==> src/rtl/resp_router.sv <==
// Read-response router: records the owner of every accepted read and steers each
// BURST_LEN-beat response to the icache or dcache that issued it, in issue order.
module resp_router #(
  parameter int BUS_DATA_WIDTH = 64,
  parameter int BUS_TAG_WIDTH  = 13,
  parameter int BURST_LEN      = 8,
  parameter int DEPTH          = 4
) (
  input  logic                      clk,
  input  logic                      reset,
  input  logic                      bus_reqcyc,
  input  logic                      bus_reqack,
  input  logic [BUS_TAG_WIDTH-1:0]  bus_reqtag,
  input  logic                      req_src,
  input  logic                      bus_respcyc,
  input  logic [BUS_DATA_WIDTH-1:0] bus_resp,
  input  logic [BUS_TAG_WIDTH-1:0]  bus_resptag,
  output logic                      bus_respack,
  output logic                      ic_respcyc,
  output logic                      dc_respcyc,
  output logic [BUS_DATA_WIDTH-1:0] ic_resp,
  output logic [BUS_DATA_WIDTH-1:0] dc_resp,
  output logic [BUS_TAG_WIDTH-1:0]  ic_resptag,
  output logic [BUS_TAG_WIDTH-1:0]  dc_resptag,
  input  logic                      ic_respack,
  input  logic                      dc_respack,
  output logic                      fifo_full,
  output logic                      err
);

  localparam int CW = (BURST_LEN > 1) ? $clog2(BURST_LEN) : 1;
  localparam int PW = (DEPTH > 1) ? $clog2(DEPTH) : 1;
  localparam int NW = $clog2(DEPTH + 1);
  localparam int EW = BUS_TAG_WIDTH + 1;

  typedef enum logic [1:0] {IDLE, BURST, DRAIN} state_t;

  state_t                   state;
  logic [CW-1:0]            cnt;
  logic [EW-1:0]            mem [DEPTH];
  logic [PW-1:0]            rd_ptr, wr_ptr;
  logic [NW-1:0]            count;
  logic                     empty, full, push, push_ok, pop, route, xfer, last, head_src;
  logic [BUS_TAG_WIDTH-1:0] head_tag;

  function automatic logic [PW-1:0] nxt(input logic [PW-1:0] p);
    return (p == PW'(DEPTH - 1)) ? '0 : p + 1'b1;
  endfunction

  assign empty     = (count == '0);
  assign full      = (count == NW'(DEPTH));
  assign fifo_full = full;
  assign {head_src, head_tag} = mem[rd_ptr];
  assign push      = bus_reqcyc & bus_reqack & bus_reqtag[BUS_TAG_WIDTH-1];
  assign push_ok   = push & ~full;
  assign route     = reset & ((state == BURST) | ((state == IDLE) & ~empty));
  assign xfer      = bus_respcyc & bus_respack;
  // cnt is 0 in IDLE, so this also covers a single-beat burst completing there
  assign last      = (cnt == CW'(BURST_LEN - 1));
  assign pop       = route & xfer & last;

  always_comb begin
    bus_respack = 1'b0;
    ic_respcyc  = 1'b0;
    dc_respcyc  = 1'b0;
    ic_resp     = '0;
    dc_resp     = '0;
    ic_resptag  = '0;
    dc_resptag  = '0;
    if (route) begin
      if (head_src) begin
        dc_respcyc  = bus_respcyc;
        dc_resp     = bus_resp;
        dc_resptag  = bus_resptag;
        bus_respack = dc_respack;
      end else begin
        ic_respcyc  = bus_respcyc;
        ic_resp     = bus_resp;
        ic_resptag  = bus_resptag;
        bus_respack = ic_respack;
      end
    end else if (reset) begin
      // orphan responses are swallowed so the bus never stalls
      bus_respack = bus_respcyc;
    end
  end

  always_ff @(posedge clk or negedge reset) begin
    if (!reset) begin
      state  <= IDLE;
      cnt    <= '0;
      rd_ptr <= '0;
      wr_ptr <= '0;
      count  <= '0;
      err    <= 1'b0;
      mem    <= '{default: '0};
    end else begin
      if (push_ok) begin
        mem[wr_ptr] <= {req_src, bus_reqtag};
        wr_ptr      <= nxt(wr_ptr);
      end
      if (pop) rd_ptr <= nxt(rd_ptr);
      if (push_ok && !pop)      count <= count + 1'b1;
      else if (pop && !push_ok) count <= count - 1'b1;
      if (push && full) err <= 1'b1;

      unique case (state)
        IDLE: begin
          if (bus_respcyc && empty) begin
            err   <= 1'b1;
            state <= last ? IDLE : DRAIN;
            cnt   <= last ? '0 : CW'(1);
          end else if (xfer && !empty) begin
            if (bus_resptag != head_tag) err <= 1'b1;
            if (!last) begin
              state <= BURST;
              cnt   <= CW'(1);
            end
          end
        end
        BURST, DRAIN: begin
          if (xfer) begin
            if (last) begin
              state <= IDLE;
              cnt   <= '0;
            end else begin
              cnt <= cnt + 1'b1;
            end
          end
        end
        default: state <= IDLE;
      endcase
    end
  end

endmodule

==> config.mk <==
export PLATFORM = sky130hd
export DESIGN_NAME = resp_router
export DESIGN_NICKNAME = d
export VERILOG_FILES = /design/src/rtl/resp_router.sv
export SDC_FILE = /design/constraint.sdc
export NUM_CORES = 1
export LEC_CHECK = 0
export CORE_UTILIZATION = 35
export DETAILED_ROUTE_END_ITERATION = 6
export PLACE_DENSITY = 0.78
export SYNTH_ARGS = -nofsm -noshare
export SYNTH_HDL_FRONTEND = slang
export SYNTH_SLANG_ARGS = --single-unit
==> constraint.sdc <==
create_clock -name clk -period 2.8 [get_ports clk]
set_input_delay 0.42 -clock clk [delete_from_list [all_inputs] [get_ports clk]]
set_output_delay 0.42 -clock clk [all_outputs]
set_load 0.03 [all_outputs]
* Word level (Yosys, flattened, before mapping)
Index checks and enable logic that the tools add are counted.
** Word-level totals
- Flip-flop bits (word level) :: 69
- Bits in latches :: 0
- Bits in writable memories :: 0
- ROM bits :: 0
- Input bits :: 98
- Output and inout port bits :: 159
- Word-level logic and storage cells :: 102
- Memories :: 0
** Cells by class
- Add/sub/neg operators :: 5
- Multipliers :: 0
- Divide/modulo/power cells :: 0
- $lt $le $gt $ge :: 3
- Eq/ne operators :: 11
- Shift operators :: 0
- Muxes and demuxes :: 44
- Bitwise operators :: 13
- Reduce and logical (&&, ||, !) cells :: 16
** Operators with widths (count)
- $mux W64 :: 4
- $bwmux W56 :: 1
- $mux W13 :: 4
- $mux W14 :: 3
- $bmux W14 S2 :: 1
- $demux W14 S2 :: 1
- $mux W3 :: 7
- $mux W2 :: 8
- $mux W1 :: 13
- $ne A13 B13 Y1 :: 1
- $and A1 B1 Y1 :: 8
- $reduce_and A4 Y1 :: 2
- $add A3 B1 Y3 const B :: 2
- $eq A2 B2 Y1 const B :: 3
- $eq A3 B3 Y1 const B :: 2
- $ge A3 B3 Y1 const B :: 2
- $logic_and A1 B1 Y1 :: 6
- $not A2 Y3 :: 2
- $pmux W3 S2 :: 1
- $add A2 B1 Y2 const B :: 2
- $ne A2 B2 Y1 const B :: 2
- $pmux W2 S2 :: 1
- $reduce_bool A2 Y1 :: 2
- $logic_not A1 Y1 :: 3
- 10 further kinds :: 11

* Depth between registers and ports, before layout
Gate-level depths: netlist of run 1.
- Depth after elaboration :: 12
- Depth in mapped cells :: 12
- Depth with buffers taken out :: 12

* Worst setup path before layout of run 1
OpenSTA, ideal clock, no wires.
- Kind :: reg2reg
- Start point :: reg count[0]
- End point :: reg count[1]
- Library setup time :: 125 ps
- Arrival time :: 2600 ps
- Required time :: 2675 ps
- Slack :: 76 ps
- Stages on the path, launching flop included :: 7
- Buffers on the path :: 0
- Clock period less this slack :: 2724 ps
- Path through :: dfrtp_1 -> nor3b_1 -> nor2_1 -> ha_1 -> inv_1 -> fa_1 -> mux2_2
** On the way
- Elaborated cells between the ends (all ways) :: 21
- Classes of those cells :: add/sub: 2; eq/ne: 1; mux: 3; bitwise: 9; reduce/logical: 6
** RTL lines
- start: declaration :: RTL line 42 : logic [NW-1:0] count;
- start signal: assignment :: RTL line 103 : if (push_ok && !pop) count <= count + 1'b1;
- start signal: assignment :: RTL line 104 : else if (pop && !push_ok) count <= count - 1'b1;
- $eq A3 B3 Y1 * :: RTL line 51 : assign full = (count == NW'(DEPTH));
- named net fifo_full :: RTL line 27 : output logic fifo_full,
- $not A1 Y1 * :: RTL line 55 : assign push_ok = push & ~full;
- $and A1 B1 Y1 * :: RTL line 55
- named net push_ok :: RTL line 43 : logic empty, full, push, push_ok, pop, route, xfer, last, head_src;
- $logic_not A1 Y1 :: RTL line 104
- $logic_and A1 B1 Y1 :: RTL line 104
- $reduce_bool A2 Y1 (no source line)
The timed path passes the listed nets; every way through them passes the cells marked *. The select of a mux whose other input is x is not followed.
A chain may end at the register's enable or synchronous reset.

* Final worst setup path of run 1
- Start point :: in reset
- End point :: out ic_resptag[8]
** On the way
- Cells in the longest elaborated chain, start to end :: 2
** RTL lines
- start: declaration :: RTL line 10 : input logic reset,
- $and A1 B1 Y1 :: RTL line 56 : assign route = reset & ((state == BURST) | ((state == IDLE) & ~empty));
- $mux W13 :: RTL line 70 : if (route) begin
- end: declaration :: RTL line 23 : output logic [BUS_TAG_WIDTH-1:0] ic_resptag,
Every way passes these cells.

==> results.md, run 1 <==
* Minimum clock period at 2692 ps
* Delay-heaviest family, CP: buffers and inverters
* All-layer global routing usage at 0.2287
* Post-Syn Area at 4573 sq um
* # rows at 41
* Synth Instances at 439
* Clk_lat worst skew at 320 ps
* Area contributors post-synth: dfrtp_1 (38%), and3_1 (21%), mux2_2 (14%)
* Root Driver: clkbuf_16
* Setup TNS at 0 ps
* Worst Path Required at 2380 ps
* Vias in the first global route at 4183
* RSZ-0062 raised after global routing: no
* Final hold viol count at 0
* Post-synth EDFFs at 0
* Nets at 796
* Worst Setup Start Kind: primary input
* Count leader, synth: and3_1
* ANT cells at 0
* Share of layout cells above drive strength 1 at 0.3285
* Pwr per Cell Area at 1003 nW/um^2
* Leak at 0.003905 uW
* CTS Buffer Depth at 2
* Vias at 4487
* I/O Buffers at 256
* Post-synth cell types at 44
* Clk sinks at 69
* CP arrival at 2270 ps
* Iter 0 DRT Violations at 298
* Worst-path cell chain: dlygate4sd3_1, buf_2, o21a_4, buf_12, and3_1, dlygate4sd2_1
* Fillcell total at 1112
* Drt first pass iters at 4
* Yosys top cell area share at 0.3776
* Die ar. at 13530 sq um
* Max-slew headroom at 0.4563
* Synthesized area per cell at 10.42 sq um
* Critical Path Sink Type: output port
* Critical path type: primary input to output port
* Post-CTS Setup Inserts at 0
* Worst path max stage delay at 560 ps
* Starting Density at 0.3609
* Sequential fraction of the synthesis area at 0.3776
* DIE WIDTH at 116.3 um
* Clock skew at 2.871 ps
* Vias per cell at 5.199
* Setup violators final at 0
* Yosys top cell by area: dfrtp_1
* Routability cong. at 0.8349
* Max Slew Vio Count at 0
* Boundary pin count at 257
* Worst path slowest cell: dlygate4sd3_1
* CP bufs+invs at 4
* Worst hold path class: register to register
* First-pass GRT wire length at 23070 um
* Most frequent cells after synthesis: and3_1 (156), dfrtp_1 (69), mux2_2 (55)
* Largest net degree at the start of global routing at 66
* Worst Slack Setup Final at 108.2 ps
* Max VDD drop at 0.0005322 V
* Syn_nets at 549
* Crit-path max FO at 52
* Worst slack, placed at 181.0 ps
* Initial antenna violation count at 0
* Hpwl dp at 12430 um
* CTS tree: built
* Per-cell routed wire length at 19.09 um
* Fin crit share at 0.9614
* Final wirelength at 16470 um
* Fraction of registers with async set/reset at 1.000
* Die span in y at 116.3 um
* CTS buffer count at 9
* P&R area growth vs syn at 61.94%
* Core box area at 12670 sq um
* Number of synthesis warnings at 0
* Achievable Freq at 371.5 MHz
* Post-synth top flop: dfrtp_1
* Total Power at 7428 uW
* CTS clk-pin slew, worst paths at 50 ps
* Worst Tran Pin Value at 815.6 ps
* H-tree levels at 3
* Seq cells post-synth at 69
* DRC at 0
* Status: completed
* Detail Route Antenna Nets at 0
* Max cap viols at 0
* Gr ovfl total at 0
==> cells by family (layout without fill, tap and decap cells) <==
kind of cell	after synthesis	after routing	synth area share
AOI/OAI and AO/OA	24	24	0.03913
xor gates and xnor gates	18	18	0.03447
adders and majority gates	12	12	0.03447
buffers and inverters	52	304	0.04679
DFF	69	69	0.3776
muxes	72	72	0.2123
and+or+nand+nor	192	192	0.2553
==> metal layers <==
| metal | vias up | global-route usage | wire [um] |
|---|---|---|---|
| li1 | 2108 | - | - |
| met1 | 2188 | 0.2645 | 6424 |
| met2 | 161 | 0.4134 | 8512 |
| met3 | 30 | 0.04100 | 1058 |
| met4 | 0 | 0.09829 | 478 |
| met5 | - | 0 | 0 |
==> timing repair <==
action | in CTS | in global routing
setup endpoints to repair | 43 | 92
endpoints found under the hold margin | 4 | 0
gates resized for setup | 43 | 32
cloned | 0 | 0
pin swaps | 0 | 0
hold buffers | 1 | 0
==> worst paths after layout <==
check / slack (ps) / from / to / cells past startpoint
worst max-delay path: 110 / reset / ic_resptag[8] / 6
min in group asynchronous: 530 / reset / count[0]$_DFFE_PN0P_ / 2
worst min-delay path: 460 / mem[12]$_DFFE_PN0P_ / mem[12]$_DFFE_PN0P_ / 1
worst max register to register: 140 / rd_ptr[0]$_DFFE_PN0P_ / count[1]$_DFFE_PN0P_ / 8
worst min register to register: 460 / mem[12]$_DFFE_PN0P_ / mem[12]$_DFFE_PN0P_ / 1
max in group asynchronous: 1170 / reset / state[1]$_DFFE_PN0P_ / 3
==> through the flow <==
| step | utilization | area [sq um] | hold WS [ps] | std cells |
|---|---|---|---|---|
| finish | 0.5845 | 7406 | 460.4 | 863 |
| global route | 0.5845 | 7406 | 483.6 | 863 |
| CTS | 0.5834 | 7392 | 460.9 | 863 |
| detailed placement | 0.5593 | 7087 | 274.5 | 846 |
| global placement | 0.5593 | 7087 | 276.5 | 846 |
| floorplan | - | 4573 | 124.4 | 439 |
==> worst reg2reg max path, stage by stage (launching register included) <==
cell	delay [ps]
dfrtp_1	360
mux4_2	580
mux2i_4	210
and4bb_2	350
inv_1	70
ha_1	210
inv_1	80
fa_1	400
mux2_2	280
==> cell type report <==
class	count	area, sq um	share of cell area
multi-input combinational	318	2640	0.3565
timing repair buffer	278	2436	0.3289
sequential	69	1728	0.2333
clock buffer	10	239.0	0.03227
tap	172	215.2	0.02906
clock inverter	6	110.1	0.01487
inverter	10	37.54	0.005068
==> cell usage in the layout (no fill, tap or decap), drive strengths merged, types with 2 or more instances in the layout <==
master	instances
a211oi	3
a21oi	2
a22oi	2
a31oi	2
and3	157
buf	135
bufinv	3
clkbuf	16
clkdlybuf4s15	17
clkdlybuf4s50	98
clkinv	2
clkinvlp	2
dfrtp	69
dlygate4sd2	21
ha	11
inv	9
mux2	55
mux2i	5
mux4	12
nand2	11
nand2b	4
nand3	6
nand4	2
nor2	6
nor3	2
nor3b	2
o21ai	5
xnor2	10
xor2	8
==> power breakdown <==
group,internal [uW],switching (uW)
clock network,892,412
registers,1450,268
logic,1860,2540
total,4210,3220
==> registers in the layout, indices dropped and copies added (netlist names) <==
signal	flops
cnt	3
count	3
wr_ptr	2
rd_ptr	2
err	1
mem	56
state	2
Power figures use the tool's default switching activity.
==> run 2, diff against run 1 <==
--- a/config.mk
+++ b/config.mk
@@ -8,6 +8,7 @@
 export CORE_UTILIZATION = 35
 export DETAILED_ROUTE_END_ITERATION = 6
 export PLACE_DENSITY = 0.78
+export REMOVE_ABC_BUFFERS = 1
 export SYNTH_ARGS = -nofsm -noshare
 export SYNTH_HDL_FRONTEND = slang
 export SYNTH_SLANG_ARGS = --single-unit
==> results.md, run 2 (synthesis gave the netlist of run 1 again) <==
* CP arrival at 2270 ps (about the same)
* DRC at 0 (unchanged)
* Most frequent cells in the layout: and3_1 (156), buf_4 (145), clkdlybuf4s50_1 (98)
* Starting Density at 0.3609 (unchanged)
* CTS clk-pin slew, worst paths at 50 ps (about the same)
* Detail Route Antenna Nets at 0 (unchanged)
* First-pass GRT wire length at 24060 um (+4.3%)
* Largest net degree at the start of global routing at 80 (+21%)
* Clk sinks at 69 (unchanged)
* Leak at 0.003875 uW (-0.76%)
* Worst path max stage delay at 590 ps (+30 ps)
* Routability cong. at 0.7956 (-4.7%)
* Non-filler cells, final at 858 (-0.58%)
* Drt first pass iters at 4 (unchanged)
* Initial antenna violation count at 5 (+5)
* Per-cell routed wire length at 20.22 um (+5.9%)
* Worst Slack Setup Final at 108.5 ps (+0.3370 ps)
* Vias per cell at 5.251 (+0.99%)
* All-layer global routing usage at 0.2424 (+0.01369)
* Worst Path Required at 2380 ps (about the same)
* P&R area growth vs syn at 63.86%
* Nets at 786 (-1.3%)
* Boundary pin count at 257 (unchanged)
* Max FFs per register at 56 (unchanged)
* CTS buffer count at 9 (unchanged)
* Min-delay src: mem[54]$_DFFE_PN0P_
* DIE WIDTH at 116.3 um (unchanged)
* Commonest non-fill, non-tap cell in the layout: and3_1
* Iter 0 DRT Violations at 352 (+18%)
* Share of layout cells above drive strength 1 at 0.3789 (+0.05035)
* Total Power at 7529 uW (+1.4%)
* Critical path type: register to output port
* # rows at 41 (unchanged)
* Crit-path max FO at 79 (+52%)
* Largest regs: mem x56, cnt x3, count x3
* Pwr per Cell Area at 1005 nW/um^2 (+0.17%)
* Vias in the first global route at 4202 (+0.45%)
* RSZ-0062 raised after global routing: no
* Root Driver: clkbuf_16
* Core box area at 12670 sq um (unchanged)
* Setup violators final at 0 (unchanged)
* Worst-path cell chain: mux4_2, buf_12, inv_2, buf_12, and3_1, buf_12
* Setup TNS at 0 ps (unchanged)
* Gr ovfl total at 0 (unchanged)
* Hpwl dp at 12560 um (+1.1%)
* H-tree levels at 3 (unchanged)
* Die ar. at 13530 sq um (unchanged)
* Biggest register: mem
* I/O Buffers at 256 (unchanged)
* Critical path origin: rd_ptr[0]$_DFFE_PN0P_
* Worst R2R Start: state[1]$_DFFE_PN0P_
* Worst path slowest cell: mux4_2
* Worst Setup Start Kind: register
* Clock skew at 5.155 ps (+2.284 ps)
* Max VDD drop at 0.0004637 V (-13%)
* Max-slew headroom at 0.4492 (-0.007100)
* Worst hold path class: register to register
* Clk_lat worst skew at 330 ps (about the same)
* Achievable Freq at 371.5 MHz (about the same)
* Worst Tran Pin Value at 826.2 ps (+10.65 ps)
* CTS Buffer Depth at 2 (unchanged)
* Max cap viols at 0 (unchanged)
* Status: completed
* Worst slack, placed at 18.22 ps (-162.8 ps)
* Max Slew Vio Count at 0 (unchanged)
* Die span in y at 116.3 um (unchanged)
* CP most frequent cell: buf_12
* Dpl cells at 835 (-1.3%)
* Final hold viol count at 0 (unchanged)
* Worst Hold Slack at 460.8 ps (+0.3940 ps)
* Final wirelength at 17350 um (+5.3%)
* CTS tree: built
* Critical Path Sink Type: output port
* Post-CTS Setup Inserts at 0 (unchanged)
* Vias at 4505 (+0.40%)
* Minimum clock period at 2692 ps (-0.3370 ps)
* Fillcell total at 1038 (-6.7%)
* Fin crit share at 0.9613 (about the same)
## run 2: power breakdown
part | internal (uW) | switching [uW] | leakage [uW]
logic | 2060 | 2640 | 0.00289
registers | 1450 | 266 | 0.000843
clock network | 683 | 421 | 0.000145
total | 4200 | 3330 | 0.00388
## run 2: final cells by class
| class | instances | area [sq um] | share of cell area |
|---|---|---|---|
| Multi-Input combinational cell | 318 | 2649 | 0.3535 |
| Clock buffer | 9 | 225.2 | 0.03006 |
| Sequential cell | 69 | 1728 | 0.2306 |
| Tap cell | 172 | 215.2 | 0.02872 |
| Timing Repair Buffer | 268 | 2560 | 0.3416 |
| Antenna cell | 5 | 12.51 | 0.001670 |
| Inverter | 10 | 37.54 | 0.005009 |
| Clock inverter | 7 | 66.31 | 0.008850 |
## run 2: path summary, 6_finish.rpt
check / to / slack [ps] / cells after the start
worst min register to register: mem[54]$_DFFE_PN0P_ / 460 / 1
worst max-delay path: ic_resp[28] / 110 / 6
min in group asynchronous: count[1]$_DFFE_PN0P_ / 510 / 2
worst max register to register: count[1]$_DFFE_PN0P_ / 180 / 10
worst min-delay path: mem[54]$_DFFE_PN0P_ / 460 / 1
max in group asynchronous: state[1]$_DFFE_PN0P_ / 1200 / 3
## run 2: repair_timing
action | in CTS | in global routing
endpoints found under the setup margin | 64 | 93
endpoints found under the hold margin | 3 | 0
gates resized for setup | 2 | 8
hold buffers | 1 | 0
pin swaps | 0 | 0
gates cloned | 1 | 0
## run 2: critical path, delay by kind of cell, from the launching register on
family | cells | cell delay, ps
buf+inv | 4 | 700
flops | 1 | 380
mux | 1 | 590
simple gates | 1 | 260
## run 2: layer usage
layer / vias up / share of wire / track usage
li1: 2104 / - / -
met1: 2192 / 0.39 / 0.2953
met2: 182 / 0.50 / 0.4213
met3: 25 / 0.089 / 0.06072
met4: 2 / 0.021 / 0.07350
met5: - / 0.00075 / 0
## run 2: through the flow
stage	area [sq um]	utilization
global placement	7122	0.5621
global route	7486	0.5908
CTS	7467	0.5893
floorplan	4397	-
detailed placement	7122	0.5621
finish	7493	0.5914
==> run 3, diff against run 2 <==
--- a/config.mk
+++ b/config.mk
@@ -5,9 +5,11 @@
 export SDC_FILE = /design/constraint.sdc
 export NUM_CORES = 1
 export LEC_CHECK = 0
-export CORE_UTILIZATION = 35
+export ABC_AREA = 1
+export CORE_ASPECT_RATIO = 1.5
+export CORE_UTILIZATION = 36
 export DETAILED_ROUTE_END_ITERATION = 6
-export PLACE_DENSITY = 0.78
+export PLACE_DENSITY = 0.79
 export REMOVE_ABC_BUFFERS = 1
 export SYNTH_ARGS = -nofsm -noshare
 export SYNTH_HDL_FRONTEND = slang
==> constraint.sdc (replaced) <==
create_clock -name clk -period 2.8 [get_ports clk]
set_input_delay 0.56 -clock clk [delete_from_list [all_inputs] [get_ports clk]]
set_output_delay 0.56 -clock clk [all_outputs]
set_load 0.03 [all_outputs]
==> results.md, run 3 <==
* Fraction of registers with async set/reset at 1.000 (unchanged)
* Dpl cells at 1126 (+35%)
* Fillcell total at 1172 (+13%)
* Detail Route Antenna Nets at 0 (unchanged)
* CTS Buffer Depth at 2 (unchanged)
* Sequential fraction of the synthesis area at 0.3569 (-0.02070)
* Post-Syn Area at 4838 sq um (+5.8%)
* Delay-heaviest family, CP: buffers and inverters
* Critical Path Sink Type: output port
* Max Slew Vio Count at 0 (unchanged)
* CP most frequent cell: nand2_1
* Post-synth cell types at 32 (-27%)
* Largest net degree at the start of global routing at 72 (-10%)
* Vias in the first global route at 5221 (+24%)
* DRC at 16 (+16)
* Final hold viol count at 0 (unchanged)
* Fin crit share at 0.9826 (+0.02134)
* Seq cells post-synth at 69 (unchanged)
* Post-synth EDFFs at 0 (unchanged)
* Minimum clock period at 2751 ps (+59.75 ps)
* Hpwl dp at 14370 um (+14%)
* Drt first pass iters at 7 (+3)
* Crit-path max FO at 6 (-92%)
* Nets at 1096 (+39%)
* I/O Buffers at 256 (unchanged)
* Vias at 5750 (+28%)
* Clock skew at 3.263 ps (-1.892 ps)
* CP arrival at 2190 ps (-80 ps)
* Met3 wire len at 1729 um (+12%)
* Max FFs per register at 56 (unchanged)
* Worst hold path class: register to register
* H-tree levels at 3 (unchanged)
* # rows at 51 (+24%)
* Commonest non-fill, non-tap cell in the layout: nand2_1
* Yosys top cell by area: dfrtp_1
* Worst path slowest cell: dlygate4sd2_1
* Gr ovfl total at 0 (unchanged)
* Worst path max stage delay at 450 ps (-140 ps)
* Yosys top cell area share at 0.3569 (-0.02070)
* Leak at 0.004389 uW (+13%)
* Biggest register: mem
* Starting Density at 0.3717 (+0.01077)
* ANT cells at 0 (-5)
* Non-filler cells, final at 1148 (+34%)
* CTS buffer count at 9 (unchanged)
* Worst Setup Start Kind: register
* Achievable Freq at 363.5 MHz (-2.2%)
* Max cap viols at 0 (unchanged)
* All-layer global routing usage at 0.2645 (+0.02213)
* Most frequent cells after synthesis: nand2_1 (206), nor3_1 (157), inv_1 (103)
* Most frequent cells in the layout: nand2_1 (205), nor3_1 (155), buf_4 (102)
* Met2 routed WL at 9180 um (+5.2%)
* Synth Instances at 710 (+62%)
* Setup violators final at 0 (unchanged)
* Largest regs: mem x56, cnt x3, count x3
* DIE WIDTH at 96.66 um (-17%)
* CTS clk-pin slew, worst paths at 50 ps (about the same)
* Failing checks: design-rule violations
* Final core utilization at 0.6331 (+0.04173)
* Iter 0 DRT Violations at 454 (+29%)
* P&R area growth vs syn at 70.34%
* Initial antenna violation count at 0 (-5)
* First-pass GRT wire length at 28440 um (+18%)
* Clk sinks at 69 (unchanged)
* Max-slew headroom at 0.4138 (-0.03536)
* Boundary pin count at 257 (unchanged)
* Share of layout cells above drive strength 1 at 0.1972 (-0.1817)
* CTS tree: built
* Per-cell routed wire length at 16.75 um (-17%)
* Max VDD drop at 0.0006204 V (+34%)
* Die ar. at 13920 sq um (+2.9%)
* Worst Path Required at 2240 ps (-140 ps)
* Status: finished, violations left
* Routability cong. at 0.8459 (+6.3%)
* Metal-1 WL at 8008 um (+19%)
* Area contributors post-synth: dfrtp_1 (36%), nor3_1 (16%), nand2_1 (16%)
* Root Driver: clkbuf_16
* Number of synthesis warnings at 0 (unchanged)
* Pwr per Cell Area at 1058 nW/um^2 (+5.3%)
* Clk_lat worst skew at 320 ps (about the same)
* Die span in y at 144.0 um (+24%)
* Final wirelength at 19230 um (+11%)
* Top sig layer: met4
* Vias per cell at 5.009 (-4.6%)
* Critical path type: register to output port
* Worst-path cell chain: inv_1, ha_4, nand2_1, nand2_1, nand2_4, buf_4, nor3_1, dlygate4sd2_1
* CP bufs+invs at 3 (-1)
* Core box area at 13020 sq um (+2.7%)
* Count leader, synth: nand2_1
* Synthesized area per cell at 6.815 sq um (-35%)
* Worst Tran Pin Value at 879.3 ps (+53.04 ps)
* Post-synth top flop: dfrtp_1
-- run 3: layout make-up --
| class | count | area [sq um] | share of cell area |
|---|---|---|---|
| tap | 159 | 198.9 | 0.02414 |
| clock buffer | 12 | 256.5 | 0.03112 |
| sequential | 69 | 1727 | 0.2095 |
| inverter | 107 | 404.1 | 0.04904 |
| clock inverter | 2 | 10.01 | 0.001215 |
| multi-input combinational | 487 | 2525 | 0.3064 |
| timing repair buffer | 312 | 3120 | 0.3786 |
-- run 3: path summary, 6_finish.rpt --
check,start,end,slack (ps),depth (start not counted)
min,mem[40]$_DFFE_PN0P_,mem[40]$_DFFE_PN0P_,470,1
max reg2reg,state[1]$_DFFE_PN0P_,count[1]$_DFFE_PN0P_,140,15
min reg2reg,mem[40]$_DFFE_PN0P_,mem[40]$_DFFE_PN0P_,470,1
min in group asynchronous,reset,err$_DFF_PN0_,500,2
max,state[1]$_DFFE_PN0P_,dc_resptag[9],50,8
max in group asynchronous,reset,mem[43]$_DFFE_PN0P_,1710,2
-- run 3: worst register-to-register path: stages (launching register included) --
cell and delay [ps]:
dfrtp_1 360, inv_1 90, ha_1 190, inv_1 60, nand2_1 80, nand2_4 140
buf_6 120, inv_1 40, nand2_2 90, nand4_1 180, nor2_2 200, inv_2 70
ha_1 190, inv_2 70, fa_1 400, mux2_2 270
-- run 3: per-layer routing --
metal,track usage,vias to the layer above
li1,-,2787
met1,0.3548,2619
met2,0.4414,318
met3,0.04592,26
met4,0.06913,0
met5,0,-
-- run 3: report_power, final --
| part | leakage (uW) | internal, uW | switching, uW | total, uW |
|---|---|---|---|---|
| Clock | 0.000134 | 634 | 389 | 1020 |
| Combinational | 0.00340 | 2350 | 3650 | 6000 |
| Sequential | 0.000855 | 1440 | 247 | 1690 |
-- run 3: timing repair --
action / CTS / global route
pin swaps: 0 / 5
endpoints found under the setup margin: 91 / 63
resized for setup: 77 / 7
buffers inserted: 0 / 7
hold buffers: 0 / 0
gates cloned: 0 / 1
-- run 3: cell families after synthesis --
family | after synthesis | share of synthesized area
adders and majority gates | 12 | 0.03258
and+or+nand+nor | 422 | 0.3913
AOI/OAI and AO/OA | 23 | 0.02793
DFF | 69 | 0.3569
xor gates and xnor gates | 15 | 0.02715
muxes | 14 | 0.03258
buffers and inverters | 155 | 0.1316
-- run 3: stage by stage --
| stage | hold slack [ps] | worst slack (ps) | area [sq um] | total power [uW] | setup TNS (ps) |
|---|---|---|---|---|---|
| 3_3_place_gp | 453.0 | 82.60 | 7955 | 7493 | 0 |
| 4_1_cts | 471.7 | 3.042 | 8139 | 8512 | 0 |
| 5_1_grt | 486.7 | -98.19 | 8242 | 9249 | -165.5 |
| 6_report | 470.0 | 48.74 | 8242 | 8717 | 0 |
| 2_1_floorplan | 264.4 | -2462 | 4603 | 4891 | -301340 |
| 3_5_place_dp | 453.3 | 14.69 | 7955 | 7579 | 0 |
